$ cat src/rtl/linebuff_ctrl_pkg.sv
// -----------------------------------------------------------------------------
// lenet_lb_pkg: shared definitions for the line buffer controller.
//   - lbc_state_e : controller FSM states (IDLE, RUN, DRAIN)
//   - out_dim()   : output map dimension for a given image/kernel/stride
//   - LENET_*     : default LeNet layer-1 sizes (32x32 input, 5x5 kernel, stride 1)
// -----------------------------------------------------------------------------
package lenet_lb_pkg;

  localparam int LENET_IMG    = 32;
  localparam int LENET_KERNEL = 5;
  localparam int LENET_STRIDE = 1;

  typedef enum logic [1:0] {
    IDLE  = 2'd0,
    RUN   = 2'd1,
    DRAIN = 2'd2
  } lbc_state_e;

  function automatic int out_dim(input int img, input int kernel, input int stride);
    return (img - kernel) / stride + 1;
  endfunction

endpackage

$ cat src/rtl/linebuff_ctrl_if.sv
// -----------------------------------------------------------------------------
// linebuff_ctrl_if: pixel-in and window-out handshakes of the line buffer
// controller.
//   master modport : controller side (receives in_valid/win_ready, drives the rest)
//   slave  modport : upstream source / downstream engine side
//   lbc_in_valid_i / lbc_in_ready_o   : upstream pixel handshake
//   lbc_lb_en_o                       : line buffer shift enable
//   lbc_win_valid_o / lbc_win_ready_i : downstream window handshake
//   lbc_win_row_o / lbc_win_col_o     : output-map coordinates of the window
// -----------------------------------------------------------------------------
interface linebuff_ctrl_if #(
  parameter int IMG_ROWS = lenet_lb_pkg::LENET_IMG,
  parameter int IMG_COLS = lenet_lb_pkg::LENET_IMG,
  parameter int ROW_W    = $clog2(IMG_ROWS),
  parameter int COL_W    = $clog2(IMG_COLS)
);

  logic             lbc_in_valid_i;
  logic             lbc_in_ready_o;
  logic             lbc_lb_en_o;
  logic             lbc_win_valid_o;
  logic             lbc_win_ready_i;
  logic [ROW_W-1:0] lbc_win_row_o;
  logic [COL_W-1:0] lbc_win_col_o;

  modport master (
    input  lbc_in_valid_i, lbc_win_ready_i,
    output lbc_in_ready_o, lbc_lb_en_o, lbc_win_valid_o, lbc_win_row_o, lbc_win_col_o
  );

  modport slave (
    output lbc_in_valid_i, lbc_win_ready_i,
    input  lbc_in_ready_o, lbc_lb_en_o, lbc_win_valid_o, lbc_win_row_o, lbc_win_col_o
  );

endinterface

$ cat src/rtl/linebuff_ctrl_pos_cnt.sv
// -----------------------------------------------------------------------------
// lbc_pos_cnt: one wrapping position counter with stride phase and output-index
// counter. Used once for columns (step = accept) and once for rows
// (step = column wrap).
//   clk, rst : clock, synchronous active-high reset
//   clear    : synchronous clear at frame start
//   step     : advance to the next position
//   idx      : output-map index of the window anchored at the current position
//   qual     : current position is a window position (past fill, phase 0)
//   wrap     : step taken at the last position (combinational)
// -----------------------------------------------------------------------------
module lbc_pos_cnt #(
  parameter int MAX    = 32,
  parameter int KERNEL = 5,
  parameter int STRIDE = 1,
  parameter int W      = $clog2(MAX)
) (
  input  logic         clk,
  input  logic         rst,
  input  logic         clear,
  input  logic         step,
  output logic [W-1:0] idx,
  output logic         qual,
  output logic         wrap
);

  localparam int              PH_W      = (STRIDE > 1) ? $clog2(STRIDE) : 1;
  localparam logic [W-1:0]    POS_LAST  = W'(MAX - 1);
  localparam logic [W-1:0]    POS_FIRST = W'(KERNEL - 1);
  localparam logic [PH_W-1:0] PH_LAST   = PH_W'(STRIDE - 1);

  logic [W-1:0]    pos;
  logic [PH_W-1:0] phase;
  logic            in_range;

  // The first window position is KERNEL-1; phase counts strides from there.
  assign in_range = (pos >= POS_FIRST);
  assign qual     = in_range && (phase == '0);
  assign wrap     = step && (pos == POS_LAST);

  // NOTE: sequential state uses non-blocking assignments only, so every
  // register samples pre-edge values regardless of block ordering.
  always_ff @(posedge clk) begin
    if (rst || clear) begin
      pos   <= '0;
      phase <= '0;
      idx   <= '0;
    end else if (step) begin
      if (pos == POS_LAST) begin
        pos   <= '0;
        phase <= '0;
        idx   <= '0;
      end else begin
        pos <= pos + 1'b1;
        // idx moves past a window only after its anchor position is left
        if (qual)     idx   <= idx + 1'b1;
        if (in_range) phase <= (phase == PH_LAST) ? '0 : phase + 1'b1;
      end
    end
  end

endmodule

$ cat src/rtl/linebuff_ctrl.sv
// -----------------------------------------------------------------------------
// linebuff_ctrl: sequences a single-filter line buffer over one IMG_ROWS x
// IMG_COLS frame and hands complete KERNEL x KERNEL windows (at STRIDE) to the
// downstream convolution engine.
//   lbc_clk, lbc_rst : clock, synchronous active-high reset
//   lbc_start_i      : frame start pulse (ignored unless IDLE)
//   bus              : pixel/window handshakes (linebuff_ctrl_if.master)
//   lbc_busy_o       : controller not IDLE
//   lbc_done_o       : pulse when the last window of the frame is consumed
//   lbc_stall_cnt_o  : RUN cycles with a pixel offered but refused
//                      (present only when LBC_PERF_CNT_EN is defined)
// -----------------------------------------------------------------------------
module linebuff_ctrl
  import lenet_lb_pkg::*;
#(
  parameter int IMG_ROWS = LENET_IMG,
  parameter int IMG_COLS = LENET_IMG,
  parameter int KERNEL   = LENET_KERNEL,
  parameter int STRIDE   = LENET_STRIDE,
  parameter int ROW_W    = $clog2(IMG_ROWS),
  parameter int COL_W    = $clog2(IMG_COLS)
) (
  input  logic             lbc_clk,
  input  logic             lbc_rst,
  input  logic             lbc_start_i,
  linebuff_ctrl_if.master  bus,
  output logic             lbc_busy_o,
  output logic             lbc_done_o
`ifdef LBC_PERF_CNT_EN
  ,
  output logic [31:0]      lbc_stall_cnt_o
`endif
);

  lbc_state_e       state;
  logic             win_valid;
  logic [ROW_W-1:0] win_row;
  logic [COL_W-1:0] win_col;

  logic             in_ready, accept, start_frame, qualify, done_pulse;
  logic             c_qual, c_wrap, r_qual, r_wrap;
  logic [ROW_W-1:0] r_idx;
  logic [COL_W-1:0] c_idx;

  // A held (unconsumed) window stalls the input so the buffer taps stay put.
  assign in_ready    = (state == RUN) && !(win_valid && !bus.lbc_win_ready_i);
  assign accept      = bus.lbc_in_valid_i && in_ready;
  assign start_frame = (state == IDLE) && lbc_start_i;
  assign qualify     = accept && c_qual && r_qual;
  assign done_pulse  = (state == DRAIN) && (!win_valid || bus.lbc_win_ready_i);

  lbc_pos_cnt #(.MAX(IMG_COLS), .KERNEL(KERNEL), .STRIDE(STRIDE), .W(COL_W)) u_col (
    .clk   (lbc_clk),
    .rst   (lbc_rst),
    .clear (start_frame),
    .step  (accept),
    .idx   (c_idx),
    .qual  (c_qual),
    .wrap  (c_wrap)
  );

  lbc_pos_cnt #(.MAX(IMG_ROWS), .KERNEL(KERNEL), .STRIDE(STRIDE), .W(ROW_W)) u_row (
    .clk   (lbc_clk),
    .rst   (lbc_rst),
    .clear (start_frame),
    .step  (c_wrap),
    .idx   (r_idx),
    .qual  (r_qual),
    .wrap  (r_wrap)
  );

  always_ff @(posedge lbc_clk) begin
    if (lbc_rst) begin
      state     <= IDLE;
      win_valid <= 1'b0;
      win_row   <= '0;
      win_col   <= '0;
    end else begin
      unique case (state)
        IDLE:    if (lbc_start_i) state <= RUN;
        RUN:     if (r_wrap)      state <= DRAIN;  // last pixel accepted
        DRAIN:   if (done_pulse)  state <= IDLE;
        default:                  state <= IDLE;
      endcase

      // One-cycle delay matches the buffer's input flop.
      if (qualify) begin
        win_valid <= 1'b1;
        win_row   <= r_idx;
        win_col   <= c_idx;
      end else if (bus.lbc_win_ready_i) begin
        win_valid <= 1'b0;
      end
    end
  end

  assign bus.lbc_in_ready_o  = in_ready;
  assign bus.lbc_lb_en_o     = accept;
  assign bus.lbc_win_valid_o = win_valid;
  assign bus.lbc_win_row_o   = win_row;
  assign bus.lbc_win_col_o   = win_col;
  assign lbc_busy_o          = (state != IDLE);
  assign lbc_done_o          = done_pulse;

`ifdef LBC_PERF_CNT_EN
  logic [31:0] stall_cnt;

  always_ff @(posedge lbc_clk) begin
    if (lbc_rst || start_frame) begin
      stall_cnt <= '0;
    end else if ((state == RUN) && bus.lbc_in_valid_i && !in_ready && (stall_cnt != '1)) begin
      stall_cnt <= stall_cnt + 1'b1;
    end
  end

  assign lbc_stall_cnt_o = stall_cnt;
`endif

endmodule
$ cat src/flat_wrapper.sv
// flat-port wrapper written by rule: the top's interface ports become plain ports
module linebuff_ctrl_flat import lenet_lb_pkg::*;
#(
  parameter int IMG_ROWS = LENET_IMG,
  parameter int IMG_COLS = LENET_IMG,
  parameter int KERNEL   = LENET_KERNEL,
  parameter int STRIDE   = LENET_STRIDE,
  parameter int ROW_W    = $clog2(IMG_ROWS),
  parameter int COL_W    = $clog2(IMG_COLS)
)
  (lbc_clk, lbc_rst, lbc_start_i, lbc_busy_o, lbc_done_o, bus_lbc_in_valid_i, bus_lbc_win_ready_i, bus_lbc_in_ready_o, bus_lbc_lb_en_o, bus_lbc_win_valid_o, bus_lbc_win_row_o, bus_lbc_win_col_o);
  linebuff_ctrl_if #(.IMG_ROWS(IMG_ROWS), .IMG_COLS(IMG_COLS), .ROW_W(ROW_W), .COL_W(COL_W)) bus_i ();
  input  logic lbc_clk;
  input  logic lbc_rst;
  input  logic lbc_start_i;
  output logic lbc_busy_o;
  output logic lbc_done_o;
  input wire logic [$bits(bus_i.lbc_in_valid_i)-1:0] bus_lbc_in_valid_i;
  input wire logic [$bits(bus_i.lbc_win_ready_i)-1:0] bus_lbc_win_ready_i;
  output wire logic [$bits(bus_i.lbc_in_ready_o)-1:0] bus_lbc_in_ready_o;
  output wire logic [$bits(bus_i.lbc_lb_en_o)-1:0] bus_lbc_lb_en_o;
  output wire logic [$bits(bus_i.lbc_win_valid_o)-1:0] bus_lbc_win_valid_o;
  output wire logic [$bits(bus_i.lbc_win_row_o)-1:0] bus_lbc_win_row_o;
  output wire logic [$bits(bus_i.lbc_win_col_o)-1:0] bus_lbc_win_col_o;
  assign bus_i.lbc_in_valid_i = bus_lbc_in_valid_i;
  assign bus_i.lbc_win_ready_i = bus_lbc_win_ready_i;
  assign bus_lbc_in_ready_o = bus_i.lbc_in_ready_o;
  assign bus_lbc_lb_en_o = bus_i.lbc_lb_en_o;
  assign bus_lbc_win_valid_o = bus_i.lbc_win_valid_o;
  assign bus_lbc_win_row_o = bus_i.lbc_win_row_o;
  assign bus_lbc_win_col_o = bus_i.lbc_win_col_o;
  linebuff_ctrl #(.IMG_ROWS(IMG_ROWS), .IMG_COLS(IMG_COLS), .KERNEL(KERNEL), .STRIDE(STRIDE), .ROW_W(ROW_W), .COL_W(COL_W)) u_core (.lbc_clk(lbc_clk), .lbc_rst(lbc_rst), .lbc_start_i(lbc_start_i), .bus(bus_i), .lbc_busy_o(lbc_busy_o), .lbc_done_o(lbc_done_o));
endmodule
$ cat config.mk
export PLATFORM = sky130hd
export DESIGN_NAME = linebuff_ctrl_flat
export DESIGN_NICKNAME = d
export VERILOG_FILES = /design/src/rtl/linebuff_ctrl_pkg.sv /design/src/rtl/linebuff_ctrl_if.sv /design/src/rtl/linebuff_ctrl_pos_cnt.sv /design/src/rtl/linebuff_ctrl.sv /design/src/flat_wrapper.sv
export SDC_FILE = /design/constraint.sdc
export NUM_CORES = 1
export LEC_CHECK = 0
export ABC_AREA = 0
export CAP_MARGIN = 20
export CORE_AREA = 2 2 59 61
export DETAILED_ROUTE_END_ITERATION = 10
export DIE_AREA = 0 0 61 63
export GPL_ROUTABILITY_DRIVEN = 0
export PLACE_DENSITY = 0.87
export SLEW_MARGIN = 10
export SYNTH_ARGS = -nofsm -noshare
export SYNTH_HDL_FRONTEND = slang
export SYNTH_HIERARCHICAL = 1
export SYNTH_SLANG_ARGS = --single-unit
$ cat constraint.sdc
create_clock -name lbc_clk -period 2.35 [get_ports lbc_clk]
set_input_delay 0.47 -clock lbc_clk [delete_from_list [all_inputs] [get_ports lbc_clk]]
set_output_delay 0.47 -clock lbc_clk [all_outputs]
set_load 0.1 [all_outputs]
==> flow_metrics.tcl, run 1 <==
set metrics [dict create \
    die_h_um 63 \
    ys_types 32 \
    ir_drop_v 0.000221 \
    grt_use_met1_pct 22.5 \
    status "finished, final reports clean" \
    path_class "input pin to output pin" \
    dpl_cell_area_um2 1950 \
    via_count 1257 \
    synth_edf_count 0 \
    routed_wl_um 3200 \
    drt_iter0_drc 31 \
    ios 20 \
    busiest_layer "met2" \
    rsz0062_at_grt "no" \
    dieWidth_um 61 \
    synth_top_cell_by_area "dfxtp_1" \
    postSynthAreaPerCell_um2 9.99 \
    regArea_um2 664 \
    grt_pass1_wl_um 5490 \
    synthArstFlopShare_pct 0 \
    p_leak_nw 0.746 \
    clk_latency_ns 0.34 \
    crit_arrival_ns 1.79 \
    cts_hold_buf 0 \
    yosys_warnings 6 \
    io_buffer_count 19 \
    setup_viol 0 \
    grtUsageTotal_pct 19.4 \
    syn_inst 168 \
    grt_use_met2_pct 30.4 \
    n_antenna_cell 0 \
    p_int_mw 0.744 \
    clock.fmax_ghz 0.443 \
    multi_input_area_um2 941 \
    drtAntennaViolNets 0 \
    avgViaCountPerCell 5.19 \
    cp_slowest_cell "clkdlybuf4s50_1" \
    nFillCells 277 \
    synth.area.top_cells "dfxtp_1 39%, mux2i_1 8.3%, nand2b_1 7.5%" \
    cts.clk_slew.worst_paths_ns 0.09 \
    relSlewSlack_pct 72.1 \
    numCtsBuffers 5 \
    cp_cell_sequence "clkdlybuf4s50_1 > nor2b_4 > nor3b_4 > and2_4 > buf_4 > buf_12" \
    min_period_ns 2.26 \
    clockBufferDepth 2 \
    p_sw_mw 0.241 \
    pwr-share-clk_pct 33.7 \
    power_density_nw_per_um2 491 \
    hold_viol_final 0 \
    p_seq_share_pct 57.2 \
    cts_max_level 2 \
    tightestPinTransition_ns 0.417 \
    maxCapViolations 0 \
    area_delta_synth_final_pct 19.4 \
    seq_area_frac_synth_pct 39.3 \
    layout.cells.non_filler 242 \
    drc 0 \
    met3_usage_pct 7.45 \
    dieArea_um2 3840 \
    grt_max_degree 23 \
    cts_setup_buffers 0 \
    rows 21 \
    yosys.area.top_type_share_pct 39.3 \
    maxSlewViolCount 0 \
    grt_pass1_vias 1267 \
    clock_sinks 33 \
    drive_gt1_share_pct 24.5 \
    finalInstanceArea_um2 2010 \
    skew_ns 0.00975 \
    antenna_found_initial 0 \
    clock-root-buffer "clkbuf_4" \
    synth_nets 181 \
    nets 208 \
    critPathRequiredTime_ns 1.88 \
    post-route-period-util_pct 96.0 \
    fin_total_pwr_mw 0.986 \
    crit_buf_inv 3 \
    netSwitchingFraction_pct 24.5 \
    cts_resized 0 \
    placed_cells 234 \
    crit_path_start_kind "input pin" \
    hold_path.class "flop to flop" \
    synth_seq_cells 33 \
    power_frac_comb_pct 9.1 \
    core_um2 3230 \
    max_stage_delay_ns 0.51 \
    post_drt_wl_per_cell_um 13.2 \
    critPathCaptureType "output pin" \
    critPathTopFamily "buffers and inverters" \
    drtPass1Iterations 4 \
    crit_fanout 8 \
    initial_utilization_pct 52.0 \
    grt-ovfl-total 0 \
    syn_area_um2 1680 \
    synthFlopType "dfxtp_1" \
    cts_tree "yes" \
    dp_hpwl_um 2380 \
]
[cell families after synthesis]
group	Yosys count	share of synthesized area (%)
AND/OR/NAND/NOR	68	24.4
flip-flops	33	39.3
AO/OA/AOI/OAI	21	11.9
buffers and inverters	16	5.81
multiplexers	14	8.35
XOR/XNOR	8	4.17
adder cells (fa/ha/maj)	8	5.96
[power groups by stage]
| stage | logic (mW) | registers, mW | clock network [mW] |
|---|---|---|---|
| after floorplan | 0.0618 | 0.575 | 0 |
| after global placement | 0.0884 | 0.576 | 0 |
| after detailed placement | 0.0896 | 0.576 | 0 |
| after CTS | 0.0902 | 0.563 | 0.344 |
| after global routing | 0.0942 | 0.564 | 0.368 |
| final | 0.0898 | 0.563 | 0.332 |
[worst paths after layout]
path,startpoint,endpoint,slack [ns],cells after the start
min reg2reg,u_core/bus.lbc_win_col_o[1],u_core/bus.lbc_win_col_o[1],0.48,2
max,bus_lbc_win_ready_i,bus_lbc_lb_en_o,0.09,6
max reg2reg,u_core/u_col/pos[0],u_core/u_row/pos[0],0.27,7
min,u_core/bus.lbc_win_col_o[1],u_core/bus.lbc_win_col_o[1],0.48,2
[layout by cell type (no fill, tap or decap), types with 8 or more instances in the layout]
cell | synthesis | routed
inv_1 | 9 | 9
nor2_1 | 11 | 11
mux2i_1 | 14 | 14
ha_1 | 8 | 8
nand2b_1 | 20 | 20
or3_1 | 10 | 10
buf_4 | 0 | 20
dfxtp_1 | 33 | 32
[layout make-up]
class / count / share of cell area, %
Multi-Input combinational cell: 119 / 46.9
Inverter: 9 / 1.68
Clock buffer: 8 / 2.93
Sequential cell: 33 / 33.1
Tap cell: 46 / 2.87
Timing Repair Buffer: 27 / 12.5
[flip-flops by register name (all words and copies together) (netlist names)]
register,flops
u_core/u_row/pos,5
u_core/u_col/pos,5
u_core/state,2
u_core/u_col/idx,5
u_core/bus.lbc_win_valid_o,1
u_core/bus.lbc_win_col_o,5
u_core/bus.lbc_win_row_o,5
u_core/u_row/idx,5
[cells in the mapped netlist, drive strengths merged, types with 2 or more instances]
cell type,n
xor2,4
nand2b,20
o21ai,6
buf,5
nand4,2
ha,8
mux2i,14
dfxtp,33
clkbuf,2
o41ai,2
nor3,6
o31a,2
a21oi,6
nand3,5
and2,3
nor2b,2
nor2,11
nand2,3
and3,2
or3,10
xnor2,4
a32oi,2
inv,9
[per-stage QoR]
| stage | hold slack (ns) | setup WS [ns] | util [%] | setup TNS (ns) |
|---|---|---|---|---|
| 6_report | 0.480 | 0.0934 | 62.1 | 0 |
| 5_1_grt | 0.513 | 0.0472 | 62.1 | 0 |
| 4_1_cts | 0.485 | 0.0769 | 62.1 | 0 |
| 3_5_place_dp | 0.472 | 0.0213 | 60.2 | 0 |
| 3_3_place_gp | 0.458 | 0.0872 | 60.2 | 0 |
| 2_1_floorplan | 0.456 | -0.706 | - | -10.46 |
[tightest hold or removal path: stages, from the launching register on]
cell	delay, ns
dfxtp_1	0.32
nand2b_1	0.06
mux2i_1	0.06
[per-layer routing]
metal | up-vias | share of wire (%)
li1 | 626 | -
met1 | 596 | 44
met2 | 27 | 49
met3 | 8 | 4.5
met4 | 0 | 2.6
met5 | - | 0
Note: power is estimated with default switching activity, not from simulation.
==> run 2: changes to the inputs <==
--- a/config.mk
+++ b/config.mk
@@ -7,11 +7,12 @@
 export LEC_CHECK = 0
 export ABC_AREA = 0
 export CAP_MARGIN = 20
-export CORE_AREA = 2 2 59 61
+export CORE_AREA = 5 5 59 61
 export DETAILED_ROUTE_END_ITERATION = 10
-export DIE_AREA = 0 0 61 63
+export DIE_AREA = 0 0 64 66
+export DONT_BUFFER_PORTS = 1
 export GPL_ROUTABILITY_DRIVEN = 0
-export PLACE_DENSITY = 0.87
+export PLACE_DENSITY = 0.85
 export SLEW_MARGIN = 10
 export SYNTH_ARGS = -nofsm -noshare
 export SYNTH_HDL_FRONTEND = slang
==> run 2 against run 1 <==
  * Sequential share of layout area is 2.4 points higher
  * Clock power rose by 9.3%
  * Clock skew decreased by 0.0028 ns
  * Setup slack gained 0.14 ns
  * Routed wire length is 0.28% higher
  * First-iteration DRC count grew 3.2%
  * Fmax is 6.4% higher
  * Final cell count decreased by 9.9%
  * Combinational power fell by 29%
  * Via count down 2.0%
  * Core utilization up 1.8 points
  * Register-to-register slack got worse by 0.02 ns
==> flow_metrics.tcl, run 2 (synthesis gave the netlist of run 1 again) <==
set metrics [dict create \
    status "finished, final reports clean" \
    grt-ovfl-total 0 \
    area_delta_synth_final_pct 11.4 \
    numCtsBuffers 5 \
    grt_max_degree 32 \
    cp_slowest_cell "dfxtp_1" \
    post_drt_wl_per_cell_um 14.7 \
    clockBufferDepth 2 \
    tightestPinTransition_ns 0.548 \
    grtUsageTotal_pct 17.1 \
    cts_max_level 2 \
    regArea_um2 664 \
    drtAntennaViolNets 0 \
    ios 20 \
    avgViaCountPerCell 5.65 \
    dp_hpwl_um 2320 \
    drt_iter0_drc 32 \
    crit_arrival_ns 1.65 \
    cts.clk_slew.worst_paths_ns 0.10 \
    post-route-period-util_pct 90.3 \
    setup_viol 0 \
    drc 0 \
    final_cell_mix "32 x dfxtp_1, 20 x nand2b_1, 16 x buf_4, 14 x mux2i_1, 11 x nor2_1" \
    io_buffer_count 0 \
    clk_latency_ns 0.34 \
    grt_pass1_wl_um 5630 \
    routed_wl_um 3210 \
    die_h_um 66 \
    core_um2 2930 \
    maxSlewViolCount 0 \
    via_count 1232 \
    clock_sinks 33 \
    nFillCells 243 \
    ir_drop_v 0.000314 \
    placed_cells 210 \
    drive_gt1_share_pct 23.2 \
    critPathCaptureType "output pin" \
    rows 20 \
    crit_buf_inv 1 \
    clock-root-buffer "clkbuf_4" \
    cts_hold_buf 0 \
    relSlewSlack_pct 63.3 \
    multi_input_area_um2 941 \
    critPathRequiredTime_ns 1.88 \
    cp_cell_sequence "nor3b_4 > and2_4 > buf_4" \
    p_leak_nw 0.693 \
    max_stage_delay_ns 0.46 \
    drtPass1Iterations 4 \
    grt_pass1_vias 1263 \
    cts_tree "yes" \
    initial_utilization_pct 57.4 \
    min_period_ns 2.12 \
    maxCapViolations 0 \
    clock.fmax_ghz 0.471 \
    antenna_found_initial 0 \
    preCtsSetupSlack_ns 0.290 \
    skew_ns 0.00694 \
    final_common_cell "dfxtp_1" \
    layout.cells.non_filler 218 \
    crit_fanout 9 \
    fin_ws_ns 0.229 \
    hold_path.class "input pin to flop" \
    critPathTopFamily "simple AND/OR/NAND/NOR gates" \
    power_density_nw_per_um2 529 \
    dieWidth_um 64 \
    path_class "flop to output pin" \
    dieArea_um2 4220 \
    crit_path_start_kind "flop" \
    rsz0062_at_grt "no" \
    cts_setup_buffers 0 \
    hold_viol_final 0 \
    n_antenna_cell 0 \
    cts_resized 0 \
    nets 197 \
]
## run 2: cell count changes in the layout (fill, tap and decap cells not counted), sizes merged
cell           change
clkinv             +1
buf                -7
clkdlybuf4s50      -4
clkbuf             -1
## run 2: area by class of cell
| type | instances | share of cell area (%) |
|---|---|---|
| clock buffers | 7 | 3.48 |
| multi-input cells | 119 | 50.3 |
| inverters | 9 | 1.81 |
| clock inverters | 1 | 0.268 |
| repair buffers | 16 | 6.42 |
| well taps | 33 | 2.21 |
| flip-flops and latches | 33 | 35.5 |
## run 2: final timing paths
path / cells past startpoint / to / startpoint / slack, ns
max: 3 / bus_lbc_lb_en_o / u_core/state[0] / 0.23
min: 1 / u_core/u_row/pos[4] / lbc_rst / 0.19
max reg2reg: 7 / u_core/u_row/pos[3] / u_core/u_col/pos[0] / 0.25
min reg2reg: 2 / u_core/bus.lbc_win_row_o[0] / u_core/bus.lbc_win_row_o[0] / 0.49
## run 2: power breakdown
part | switching [mW] | internal [mW]
clock network | 0.190 | 0.173
logic | 0.0424 | 0.0216
registers | 0.00347 | 0.560
## run 2: worst reg2reg max path: cells and delay by family, from the launching register on
family / cells / cell delay [ns]
fa+ha+maj: 2 / 0.46
flops: 1 / 0.36
simple gates: 5 / 1.22
## run 2: routing by layer
layer  share of wire (%)  wire length, um  GRT usage [%]
met5                   0                0              0
met4                 2.9               94           10.1
met3                 5.5              176           5.10
met2                  48             1530           27.4
met1                  44             1410           20.0
## run 2: metrics by stage
step	area, um^2	setup TNS, ns	util [%]	hold slack (ns)	total power, mW
finish	1870	0	63.9	0.193	0.990
global route	1870	0	63.9	0.166	1.03
CTS	1870	0	63.9	0.180	1.00
detailed placement	1800	0	61.5	0.472	0.641
global placement	1800	0	61.5	0.458	0.638
floorplan	1700	-10.46	-	0.456	0.637
